--- src/rtl/thread_scheduler_pkg.sv ---
// Shared types for the multithreaded issue scheduler.
// Thread ids, thread count and the exception FSM encoding.
package thread_scheduler_pkg;

    localparam int n_threads = 8;

    typedef logic [$clog2(n_threads)-1:0] threadid_t;

    typedef enum logic [1:0] {
        IDLE,
        DRAIN,
        EXC
    } sched_state_t;

endpackage

--- src/rtl/thread_scheduler_if.sv ---
// Pipeline <-> scheduler bundle: stall/halt masks, exception
// and IRET events in; issue selection and exception state out.
interface thread_scheduler_if
    import thread_scheduler_pkg::*;
#(
    parameter int N_THREADS = n_threads
) ();

    localparam int TID_W = $clog2(N_THREADS);

    logic [N_THREADS-1:0] stalled;
    logic [N_THREADS-1:0] halted;
    logic                 exc_req;
    logic [TID_W-1:0]     exc_req_thread;
    logic                 iret_en;
    logic [TID_W-1:0]     iret_thread;

    logic                 sched_valid;
    logic [TID_W-1:0]     sched_thread;
    logic                 exc_state_en;
    logic [TID_W-1:0]     exc_master;
    logic                 exc_en;
    logic [TID_W-1:0]     exc_thread;

    modport master (
        output stalled,
        output halted,
        output exc_req,
        output exc_req_thread,
        output iret_en,
        output iret_thread,
        input  sched_valid,
        input  sched_thread,
        input  exc_state_en,
        input  exc_master,
        input  exc_en,
        input  exc_thread
    );

    modport slave (
        input  stalled,
        input  halted,
        input  exc_req,
        input  exc_req_thread,
        input  iret_en,
        input  iret_thread,
        output sched_valid,
        output sched_thread,
        output exc_state_en,
        output exc_master,
        output exc_en,
        output exc_thread
    );

endinterface

--- src/rtl/thread_scheduler_rr_picker.sv ---
// Round-robin picker: first set bit of elig at or after start,
// wrapping past N-1 to 0, found via a doubled-vector search.
module rr_picker
    import thread_scheduler_pkg::*;
#(
    parameter int N     = n_threads,
    parameter int TID_W = $clog2(N)
) (
    input  logic [N-1:0]     elig_i,
    input  logic [TID_W-1:0] start_i,
    output logic             found_o,
    output logic [TID_W-1:0] winner_o
);

    logic [2*N-1:0] dbl;
    logic [2*N-1:0] rot;
    logic [TID_W:0] sum;

    assign dbl = {elig_i, elig_i};
    assign rot = dbl >> start_i;

    // Scan high to low so the lowest offset from start wins.
    always_comb begin
        found_o  = 1'b0;
        winner_o = '0;
        sum      = '0;
        for (int i = N - 1; i >= 0; i--) begin
            if (rot[i]) begin
                found_o = 1'b1;
                sum = {1'b0, start_i} + (TID_W+1)'(i);
                if (sum >= (TID_W+1)'(N))
                    winner_o = TID_W'(sum - (TID_W+1)'(N));
                else
                    winner_o = TID_W'(sum);
            end
        end
    end

endmodule

--- src/rtl/thread_scheduler.sv ---
// Per-cycle round-robin thread issue plus the single-master
// exception state (accept, drain, master-only until IRET).
module thread_scheduler
    import thread_scheduler_pkg::*;
#(
    parameter int N_THREADS    = n_threads,
    parameter int DRAIN_CYCLES = 7
) (
    input  logic               clk,
    input  logic               rst,
    thread_scheduler_if.slave  bus
);

    localparam int TID_W = $clog2(N_THREADS);
    localparam int CNT_W =
        (DRAIN_CYCLES > 1) ? $clog2(DRAIN_CYCLES) : 1;

    sched_state_t         state_q, state_d;
    logic [CNT_W-1:0]     cnt_q, cnt_d;
    logic [TID_W-1:0]     last_q;
    logic [TID_W-1:0]     master_q;
    logic [TID_W-1:0]     sched_thread_q;
    logic [TID_W-1:0]     exc_thread_q;
    logic                 sched_valid_q;
    logic                 exc_en_q;

    logic                 accept;
    logic                 iret_match;
    logic [N_THREADS-1:0] mask;
    logic [N_THREADS-1:0] elig;
    logic [TID_W-1:0]     start;
    logic                 found;
    logic [TID_W-1:0]     winner;

    rr_picker #(
        .N     (N_THREADS),
        .TID_W (TID_W)
    ) u_pick (
        .elig_i   (elig),
        .start_i  (start),
        .found_o  (found),
        .winner_o (winner)
    );

    // State, drain counter, round-robin pointer and output regs.
    always_ff @(posedge clk) begin
        if (rst) begin
            state_q        <= IDLE;
            cnt_q          <= '0;
            last_q         <= TID_W'(N_THREADS - 1);
            master_q       <= '0;
            sched_valid_q  <= 1'b0;
            sched_thread_q <= '0;
            exc_en_q       <= 1'b0;
            exc_thread_q   <= '0;
        end else begin
            state_q       <= state_d;
            cnt_q         <= cnt_d;
            sched_valid_q <= found;
            exc_en_q      <= accept;
            if (found) begin
                sched_thread_q <= winner;
                last_q         <= winner;
            end
            if (accept) begin
                master_q     <= bus.exc_req_thread;
                exc_thread_q <= bus.exc_req_thread;
            end
        end
    end

    // Next state: requests only land in IDLE; only the master's
    // IRET leaves EXC.
    always_comb begin
        state_d    = state_q;
        cnt_d      = cnt_q;
        accept     = 1'b0;
        iret_match = bus.iret_en &&
                     (bus.iret_thread == master_q);
        unique case (state_q)
            IDLE: begin
                if (bus.exc_req) begin
                    accept  = 1'b1;
                    state_d = DRAIN;
                    cnt_d   = CNT_W'(DRAIN_CYCLES - 1);
                end
            end
            DRAIN: begin
                if (cnt_q == '0)
                    state_d = EXC;
                else
                    cnt_d = cnt_q - CNT_W'(1);
            end
            EXC: begin
                if (iret_match)
                    state_d = IDLE;
            end
            default: state_d = IDLE;
        endcase
    end

    // Issue mask follows the state the registered grant lands in,
    // so every DRAIN cycle shows no issue and EXC issues at once.
    always_comb begin
        mask = '0;
        unique case (state_d)
            IDLE:    mask = '1;
            DRAIN:   mask = '0;
            EXC:     mask = N_THREADS'(1) << master_q;
            default: mask = '0;
        endcase
        elig = ~bus.stalled & ~bus.halted & mask;
        if (last_q == TID_W'(N_THREADS - 1))
            start = '0;
        else
            start = last_q + TID_W'(1);
    end

    assign bus.sched_valid  = sched_valid_q;
    assign bus.sched_thread = sched_thread_q;
    assign bus.exc_state_en = (state_q != IDLE);
    assign bus.exc_master   = master_q;
    assign bus.exc_en       = exc_en_q;
    assign bus.exc_thread   = exc_thread_q;

endmodule

--- src/flat_wrapper.sv ---
// flat-port wrapper written by rule: the top's interface ports become plain ports
module thread_scheduler_flat import thread_scheduler_pkg::*;
#(
    parameter int N_THREADS    = n_threads,
    parameter int DRAIN_CYCLES = 7
)
  (clk, rst, bus_stalled, bus_halted, bus_exc_req, bus_exc_req_thread, bus_iret_en, bus_iret_thread, bus_sched_valid, bus_sched_thread, bus_exc_state_en, bus_exc_master, bus_exc_en, bus_exc_thread);
  thread_scheduler_if #(.N_THREADS(N_THREADS)) bus_i ();
  input  logic clk;
  input  logic rst;
  input wire logic [$bits(bus_i.stalled)-1:0] bus_stalled;
  input wire logic [$bits(bus_i.halted)-1:0] bus_halted;
  input wire logic [$bits(bus_i.exc_req)-1:0] bus_exc_req;
  input wire logic [$bits(bus_i.exc_req_thread)-1:0] bus_exc_req_thread;
  input wire logic [$bits(bus_i.iret_en)-1:0] bus_iret_en;
  input wire logic [$bits(bus_i.iret_thread)-1:0] bus_iret_thread;
  output wire logic [$bits(bus_i.sched_valid)-1:0] bus_sched_valid;
  output wire logic [$bits(bus_i.sched_thread)-1:0] bus_sched_thread;
  output wire logic [$bits(bus_i.exc_state_en)-1:0] bus_exc_state_en;
  output wire logic [$bits(bus_i.exc_master)-1:0] bus_exc_master;
  output wire logic [$bits(bus_i.exc_en)-1:0] bus_exc_en;
  output wire logic [$bits(bus_i.exc_thread)-1:0] bus_exc_thread;
  assign bus_i.stalled = bus_stalled;
  assign bus_i.halted = bus_halted;
  assign bus_i.exc_req = bus_exc_req;
  assign bus_i.exc_req_thread = bus_exc_req_thread;
  assign bus_i.iret_en = bus_iret_en;
  assign bus_i.iret_thread = bus_iret_thread;
  assign bus_sched_valid = bus_i.sched_valid;
  assign bus_sched_thread = bus_i.sched_thread;
  assign bus_exc_state_en = bus_i.exc_state_en;
  assign bus_exc_master = bus_i.exc_master;
  assign bus_exc_en = bus_i.exc_en;
  assign bus_exc_thread = bus_i.exc_thread;
  thread_scheduler #(.N_THREADS(N_THREADS), .DRAIN_CYCLES(DRAIN_CYCLES)) u_core (.clk(clk), .rst(rst), .bus(bus_i));
endmodule
--- config.mk ---
export PLATFORM = sky130hd
export DESIGN_NAME = thread_scheduler_flat
export DESIGN_NICKNAME = d
export VERILOG_FILES = /design/src/rtl/thread_scheduler_pkg.sv /design/src/rtl/thread_scheduler_if.sv /design/src/rtl/thread_scheduler_rr_picker.sv /design/src/rtl/thread_scheduler.sv /design/src/flat_wrapper.sv
export SDC_FILE = /design/constraint.sdc
export NUM_CORES = 1
export LEC_CHECK = 0
export ABC_AREA = 1
export CORE_UTILIZATION = 51
export CTS_BUF_LIST = sky130_fd_sc_hd__clkbuf_2
export CTS_CLUSTER_DIAMETER = 80
export DETAILED_ROUTE_END_ITERATION = 7
export PLACE_DENSITY_LB_ADDON = 0.08
export SLEW_MARGIN = 20
export SYNTH_ARGS = -nofsm -noshare
export SYNTH_HDL_FRONTEND = slang
export SYNTH_SLANG_ARGS = --single-unit
--- constraint.sdc ---
create_clock -name clk -period 2.85 [get_ports clk]
set_input_delay 0.57 -clock clk [delete_from_list [all_inputs] [get_ports clk]]
set_output_delay 0.57 -clock clk [all_outputs]
set_load 0.005 [all_outputs]
# After elaboration in Yosys (flattened, before gate mapping)
# Cells that the tools add are included.
# Widths: inputs -> output; s select.
dict set report totals {
  ff_bits 16
  output_inout_bits 12
  inputBits 26
  elab_cells 87
}
dict set report classes {
  magnitude_cmp 8
  reduce_logical 7
  mux 35
  shift 2
  n_addsub 17
  bitwise_logic 4
  eq_ne 7
}
# operator n
set ops {}
lappend ops {{$mux 3} 19}
lappend ops {{$ge 4x4->1 const B} 7}
lappend ops {{$sub 3x1->3 const B} 9}
lappend ops {{$add 3x3->4 const B} 4}
lappend ops {{$and 8x8->8} 2}
lappend ops {{$not 8->8} 2}
lappend ops {{$pmux 8 s2} 1}
lappend ops {{$shr 16x3->8} 1}
lappend ops {{$mux 1} 10}
lappend ops {{$add 3x2->4 const B} 2}
lappend ops {{$shl 1x3->8 const A} 1}
lappend ops {{$mux 2} 3}
lappend ops {{$pmux 2 s3} 1}
lappend ops {{$pmux 3 s2} 1}
lappend ops {{$add 3x1->4 const B} 1}
lappend ops {{$eq 2x2->1 const B} 2}
lappend ops {{$ge 3x4->1 const B} 1}
lappend ops {{$logic_not 2->1} 2}
lappend ops {{$ne 2x2->1 const B} 2}
lappend ops {{$reduce_bool 2->1} 2}
lappend ops {{$add 3x1->3 const B} 1}
lappend ops {{$eq 3x3->1} 1}
lappend ops {{$eq 3x3->1 const B} 1}
lappend ops {{$logic_not 3->1} 1}
lappend ops {{other kinds (3)} 3}

# Depth between registers and ports, before layout
dict set report logic_depth {
  word_depth 16
  depth_mapped 26
  depth_no_buf 26
}

# Hierarchy
# From an unflattened synthesis, not the netlist that was laid out.
dict set report unflattened {
  hier_cells 257
  area_unflattened_um2 1617.8
}
# mod area_each_um2 cells_each instances
set by_module_without_submodules {}
lappend by_module_without_submodules {thread_scheduler 880.8 130 1}
lappend by_module_without_submodules {rr_picker 737.0 127 1}

# Worst setup path before layout
# Ideal clock, no wire load.
dict set report synth_timing {
  path_kind {register to register}
  from {register u_core.last_q[0]}
  to {register u_core.sched_thread_q[2] (netlist: u_core.bus.sched_thread[2])}
  setup_time_ps 109
  n_path_buf 1
  path_stages_with_launch 24
  arrival_ps 2233
  path_slack_ps 509
  cell_sequence {dfxtp_1 -> ha_1 -> ha_1 -> nor2_2 -> inv_1 -> buf_2 -> nand3_1 -> nand3_2 -> nand2_2 -> nand2_1 -> nand2_2 -> clkinv_2 -> nand2_1 -> nand2_1 -> inv_1 -> nand2_1 -> nand2_1 -> nand2_1 -> nand2_1 -> nand2_1 -> nand2_1 -> nand3_1 -> nand2_1 -> inv_1}
}
dict set report synth_between {
  elab_chain_cells 13
}
# element line_no
set synth_rtl {}
lappend synth_rtl {{from (decl)} thread_scheduler.sv:20} ;# logic [TID_W-1:0] last_q;
lappend synth_rtl {{from (signal assigned)} thread_scheduler.sv:50} ;# last_q <= TID_W'(N_THREADS - 1);
lappend synth_rtl {{from (signal assigned)} thread_scheduler.sv:63} ;# last_q <= winner;
lappend synth_rtl {{$add 3x1->3 / $eq 3x3->1 (equally long branches)} {thread_scheduler.sv:116, thread_scheduler.sv:113}}
lappend synth_rtl {{$mux 3 *} thread_scheduler.sv:113} ;# if (last_q == TID_W'(N_THREADS - 1))
lappend synth_rtl {{$add 3x3->4} thread_scheduler_rr_picker.sv:30} ;# sum = {1'b0, start_i} + (TID_W+1)'(i);
lappend synth_rtl {{$ge 4x4->1 / $sub 3x1->3 (equally long branches)} {thread_scheduler_rr_picker.sv:31, thread_scheduler_rr_picker.sv:32}}
lappend synth_rtl {{$mux 3} thread_scheduler_rr_picker.sv:31} ;# if (sum >= (TID_W+1)'(N))
lappend synth_rtl {{$mux 3 (8 in a row)} thread_scheduler_rr_picker.sv:28} ;# if (rot[i]) begin
lappend synth_rtl {{to (signal assigned)} thread_scheduler.sv:62} ;# sched_thread_q <= winner;
lappend synth_rtl {{to (decl)} thread_scheduler.sv:22} ;# logic [TID_W-1:0] sched_thread_q;
# Mark *: on every way between the ends. The rest lies on a longest branch, timed or not.
# A chain may end at the register's enable or synchronous reset.

# Worst setup path in the final report
dict set report layout_timing {
  from {input port bus_iret_thread[0]}
  to {register u_core.sched_thread_q[1] (netlist: u_core.bus.sched_thread[1])}
}
dict set report layout_between {
  elab_chain_cells 16
}
# element line_no
set layout_rtl {}
lappend layout_rtl {{from (decl)} flat_wrapper.sv:16} ;# input wire logic [$bits(bus_i.iret_thread)-1:0] bus_iret_thread;
lappend layout_rtl {{$eq 3x3->1 *} thread_scheduler.sv:79} ;# (bus.iret_thread == master_q);
lappend layout_rtl {{$logic_and 1x1->1 *} thread_scheduler.sv:78} ;# iret_match = bus.iret_en &&
lappend layout_rtl {{$mux 2 *} thread_scheduler.sv:95} ;# if (iret_match)
lappend layout_rtl {{$pmux 2 s3 *} thread_scheduler.sv:80} ;# unique case (state_q)
lappend layout_rtl {{$eq 2x2->1 / $logic_not 2->1 (equally long branches)} thread_scheduler.sv:106} ;# unique case (state_d)
lappend layout_rtl {{$pmux 8 s2 *} thread_scheduler.sv:106}
lappend layout_rtl {{$and 8x8->8 *} thread_scheduler.sv:112} ;# elig = ~bus.stalled & ~bus.halted & mask;
lappend layout_rtl {{$shr 16x3->8 *} thread_scheduler_rr_picker.sv:20} ;# assign rot = dbl >> start_i;
lappend layout_rtl {{$mux 3 / $mux 1 (equally long branches) (8 in a row)} thread_scheduler_rr_picker.sv:28}
# Marked as above.

==> results.md <==
Status:
- The run finished with clean final reports.

Route:
- Dividing the detail-routed via count by the number of cells gives 5.20.
- The count of antenna-violating nets left after detailed routing is 0.
- The wire length per cell is 11.8 µm.
- The total routed wirelength is 3.83 mm.
- For this run, the detailed router's first-pass iteration total came to 4.
- The residual DRC count is 0.
- The routed layout has 1,679 vias.
- The detailed router finished its first iteration with 63 violations.

Yosys:
- Sorting the synthesized cells by area gives the leading types as sky130_fd_sc_hd__dfxtp_1 21%, sky130_fd_sc_hd__nand2_1 15%, sky130_fd_sc_hd__nand3_1 14%, sky130_fd_sc_hd__nand3_2 6.6%, sky130_fd_sc_hd__nand2_2 6.2%.
- The count of different cell masters after synthesis is 29.
- The most area-hungry cell type in the Yosys netlist is sky130_fd_sc_hd__dfxtp_1.
- Summing every instance area after synthesis gives 1520 µm².
- The post-synthesis area per instance is 6.16 µm².
- Of the post-synthesis cell area, the dominant cell type holds 0.211.
- The number of nets produced by synthesis is 278.
- The sequential-to-total area share from yosys stat is 0.211.
- The synthesized netlist cell count is 247.
- During synthesis, Yosys emitted a total of 0 warnings.
- After synthesis the netlist holds a flip-flop and latch count of 16.

Pwr:
- The internal power is 1.24 mW.
- Of the total power, the share spent switching nets is 0.551.
- The share of total power dissipated in sequential elements is 0.121.
- The clock network fraction of design power is 0.035.
- The design draws 2.77 mW.
- The power per standard cell area is 1380 nW/µm².
- The static leakage power is 0.923 nW.
- In this run the power spent charging and discharging nets is 1.53 mW.
- The part of the total power dissipated in combinational logic is 0.843.
- The worst ir drop on vdd is 0.00146 V.

Floorplan:
- The starting density of the core is 0.547.
- The number of rows in the core area is 19.
- 38 I/O pins were placed.
- Measured along the y axis, the die boundary spans 56.6 µm.
- From left edge to right edge, the die measures 56.6 µm.
- The region available for standard cell placement spans 2780 µm².
- The die outline area is 3210 µm².

STA:
- The transition time of the tightest slew-check pin is 442 ps.
- Setup violations remaining at the end of the flow were counted as 0.
- The total count of max-transition violations in the final report is 0.
- The worst max-slew margin expressed relative to the limit is 0.704.
- The final setup skew is 9.48 ps.
- The summed negative setup slack over all endpoints is 0 ps.
- The maximum frequency from static timing analysis is 373 MHz.
- Subtracting the final worst setup slack from the clock period gives 2680 ps.
- The post-route clock period utilization is 0.940.
- The final hold violation count is 0.

Place:
- During placement, the flow inserted port buffers numbering 37.
- Once detailed placement completed, the half-perimeter wirelength came to 2.95 mm.
- Routability-driven placement finished with a final weighted congestion of 0.927.
- In this run the cell area measured after placement is 1960 µm².
- The placed instance count is 318.

Worst setup path:
- At the worst endpoint, the required time is 3070 ps.
- STA classifies the critical path startpoint as an input port.
- The launch point of the worst reg-to-reg path is u_core.cnt_q[0].
- The arrival time at the worst endpoint is 2900 ps.
- The critical path ends at u_core.bus.sched_thread[1].
- In this run the critical register-to-register path is captured at u_core.bus.sched_thread[2].
- In this run the register-to-register setup slack is 260 ps.
- The worst setup path is of the input port to register kind.
- The launch point of the critical path is bus_iret_thread[0].
- For the worst flop-to-flop path, the logic depth is 23.
- STA classifies the critical path endpoint as a register.
- The maximum fanout encountered on the critical timing path is 8.

Global route:
- The total overflow left after global routing is 0.
- The first-pass GRT wire length is 6.22 mm.
- The initial antenna violation count is 0.
- The pin count of the biggest net entering global routing is 13.
- Across every metal layer, demand over resource in global routing totals 0.239.
- The number of global-route vias before repair is 1,471.

Clock network:
- The CTS buffer count is 3.
- The clock input transition at the sequential cells of the worst setup and hold paths is 130 ps.
- The TritonCTS sink count is 16.
- The quantity of hold-fixing buffers added after cts is 0.
- The clock passes through at most 2 buffers.
- The later pin in the worst-skew pair is clocked with a latency of 290 ps.
- The cell sitting at the root of the clock tree is a sky130_fd_sc_hd__clkbuf_2.
- The total number of H-tree levels is 1.
- TritonCTS built the clock tree.

Cells and area:
- The finished layout holds 323 standard cells, fillers aside.
- Of the cells placed in the final design, the portion with a size suffix greater than 1 is 0.209.
- The net count of the finished layout is 324.
- Leaving out fill and tap cells, the most frequent cells in the layout are 60 x sky130_fd_sc_hd__nand2_1, 42 x sky130_fd_sc_hd__nand3_1, 37 x sky130_fd_sc_hd__clkdlybuf4s50_1.
- The library cell used most frequently in the layout, excluding fill and tap cells, is sky130_fd_sc_hd__nand2_1.
- The area growth from synthesis to layout is 32.1%.
- The layout has 245 filler cells.
- With fillers left out, the area of the finished cells amounts to 2010 µm².
- 0 antenna diodes ended up in the layout.
- At the end of the flow the core is filled with cells to 0.722.

Hold path:
- The worst hold path class is register to register.

Job:
- The total of max-cap violations is 0.
==> flip-flops by register name, indices dropped and copies added, names as in the netlist <==
register / flops
u_core.state_q: 2
u_core.cnt_q: 3
u_core.bus.sched_thread: 3
u_core.bus.exc_en: 1
u_core.last_q: 3
u_core.bus.exc_master: 3
u_core.bus.sched_valid: 1
==> power by group through the flow <==
| stage | logic [mW] | clock network (mW) | registers (mW) |
|---|---|---|---|
| detailed placement | 2.23 | 0 | 0.340 |
| global placement | 2.22 | 0 | 0.339 |
| floorplan | 1.71 | 0 | 0.334 |
| finish | 2.34 | 0.0984 | 0.336 |
| global route | 2.61 | 0.116 | 0.344 |
| CTS | 2.24 | 0.105 | 0.336 |
==> synth_stat cells, drive strengths merged <==
| library cell | count |
|---|---|
| a21oi | 18 |
| a31oi | 1 |
| buf | 7 |
| clkbuf | 1 |
| clkinv | 2 |
| dfxtp | 16 |
| ha | 5 |
| inv | 25 |
| nand2 | 78 |
| nand3 | 53 |
| nand3b | 1 |
| nand4 | 1 |
| nor2 | 18 |
| nor3 | 9 |
| o21a | 1 |
| o21ai | 8 |
| xnor2 | 1 |
| xor2 | 2 |
==> how the worst min path moves through the flow <==
stage / from / endpoint / slack [ps] / cells past startpoint
floorplan: u_core.cnt_q[2] / u_core.cnt_q[2] / 460 / 2
global placement: u_core.bus.sched_thread[0] / u_core.bus.sched_thread[0] / 470 / 2
detailed placement: u_core.bus.sched_thread[0] / u_core.bus.sched_thread[0] / 470 / 2
CTS: u_core.bus.sched_thread[0] / u_core.bus.sched_thread[0] / 490 / 2
global route: u_core.cnt_q[2] / u_core.cnt_q[2] / 520 / 2
finish: u_core.bus.sched_thread[0] / u_core.bus.sched_thread[0] / 490 / 2
==> final cells by class <==
cell class | instances | area, µm² | area share
clock buffer | 3 | 15.0 | 0.00747
sequential | 16 | 320 | 0.159
multi-input combinational | 196 | 1070 | 0.532
tap | 31 | 38.8 | 0.0193
inverter | 27 | 103 | 0.0511
clock inverter | 1 | 3.75 | 0.00187
timing repair buffer | 49 | 460 | 0.229
==> repair_timing <==
item | in CTS | in global routing
endpoints found under the hold margin | 0 | 0
resized for setup | 0 | 5
endpoints found under the setup margin | 0 | 3
setup buffers | 0 | 1
==> cells by family after synthesis <==
family,Yosys count,share of synthesized area
xor+xnor,3,0.0173
simple gates,160,0.530
fa+ha+maj,5,0.0411
compound gates,28,0.102
flops,16,0.211
buf+inv,35,0.0995
==> critical path, cell delays in order <==
cell and delay, ps:
sky130_fd_sc_hd__clkdlybuf4s50_1 500, sky130_fd_sc_hd__inv_1 60, sky130_fd_sc_hd__nand2_1 50, sky130_fd_sc_hd__nand2_1 60, sky130_fd_sc_hd__nor2_1 110, sky130_fd_sc_hd__nand2_1 70
sky130_fd_sc_hd__nand2_2 90, sky130_fd_sc_hd__nand2_4 110, sky130_fd_sc_hd__nand2_2 80, sky130_fd_sc_hd__buf_4 100, sky130_fd_sc_hd__nand3_2 60, sky130_fd_sc_hd__nand3_2 120
sky130_fd_sc_hd__nand3_2 100, sky130_fd_sc_hd__nand2_4 100, sky130_fd_sc_hd__inv_2 40, sky130_fd_sc_hd__nor2_2 110, sky130_fd_sc_hd__nand2_1 50, sky130_fd_sc_hd__nand2_1 80
sky130_fd_sc_hd__nand2_1 40, sky130_fd_sc_hd__nand3_1 80, sky130_fd_sc_hd__nand2_1 50, sky130_fd_sc_hd__nand2_1 70, sky130_fd_sc_hd__nand2_2 60, sky130_fd_sc_hd__a21oi_2 130
==> stage by stage <==
| stage | setup WS (ps) | hold WS [ps] |
|---|---|---|
| floorplan | 509 | 458 |
| global placement | -46.0 | 466 |
| detailed placement | -115 | 467 |
| CTS | 180 | 492 |
| global route | -5.54 | 521 |
| finish | 170 | 488 |
==> metal layers <==
| layer | GRT usage | part of all wire | wire [µm] | vias up |
|---|---|---|---|---|
| met4 | 0.0697 | 0.0071 | 27 | 0 |
| met1 | 0.327 | 0.50 | 1910 | 750 |
| met2 | 0.390 | 0.46 | 1760 | 29 |
| met5 | 0 | 0 | 0 | - |
| li1 | - | - | - | 897 |
| met3 | 0.0300 | 0.034 | 130 | 3 |
No activity file was read; power rests on OpenSTA's default activity.
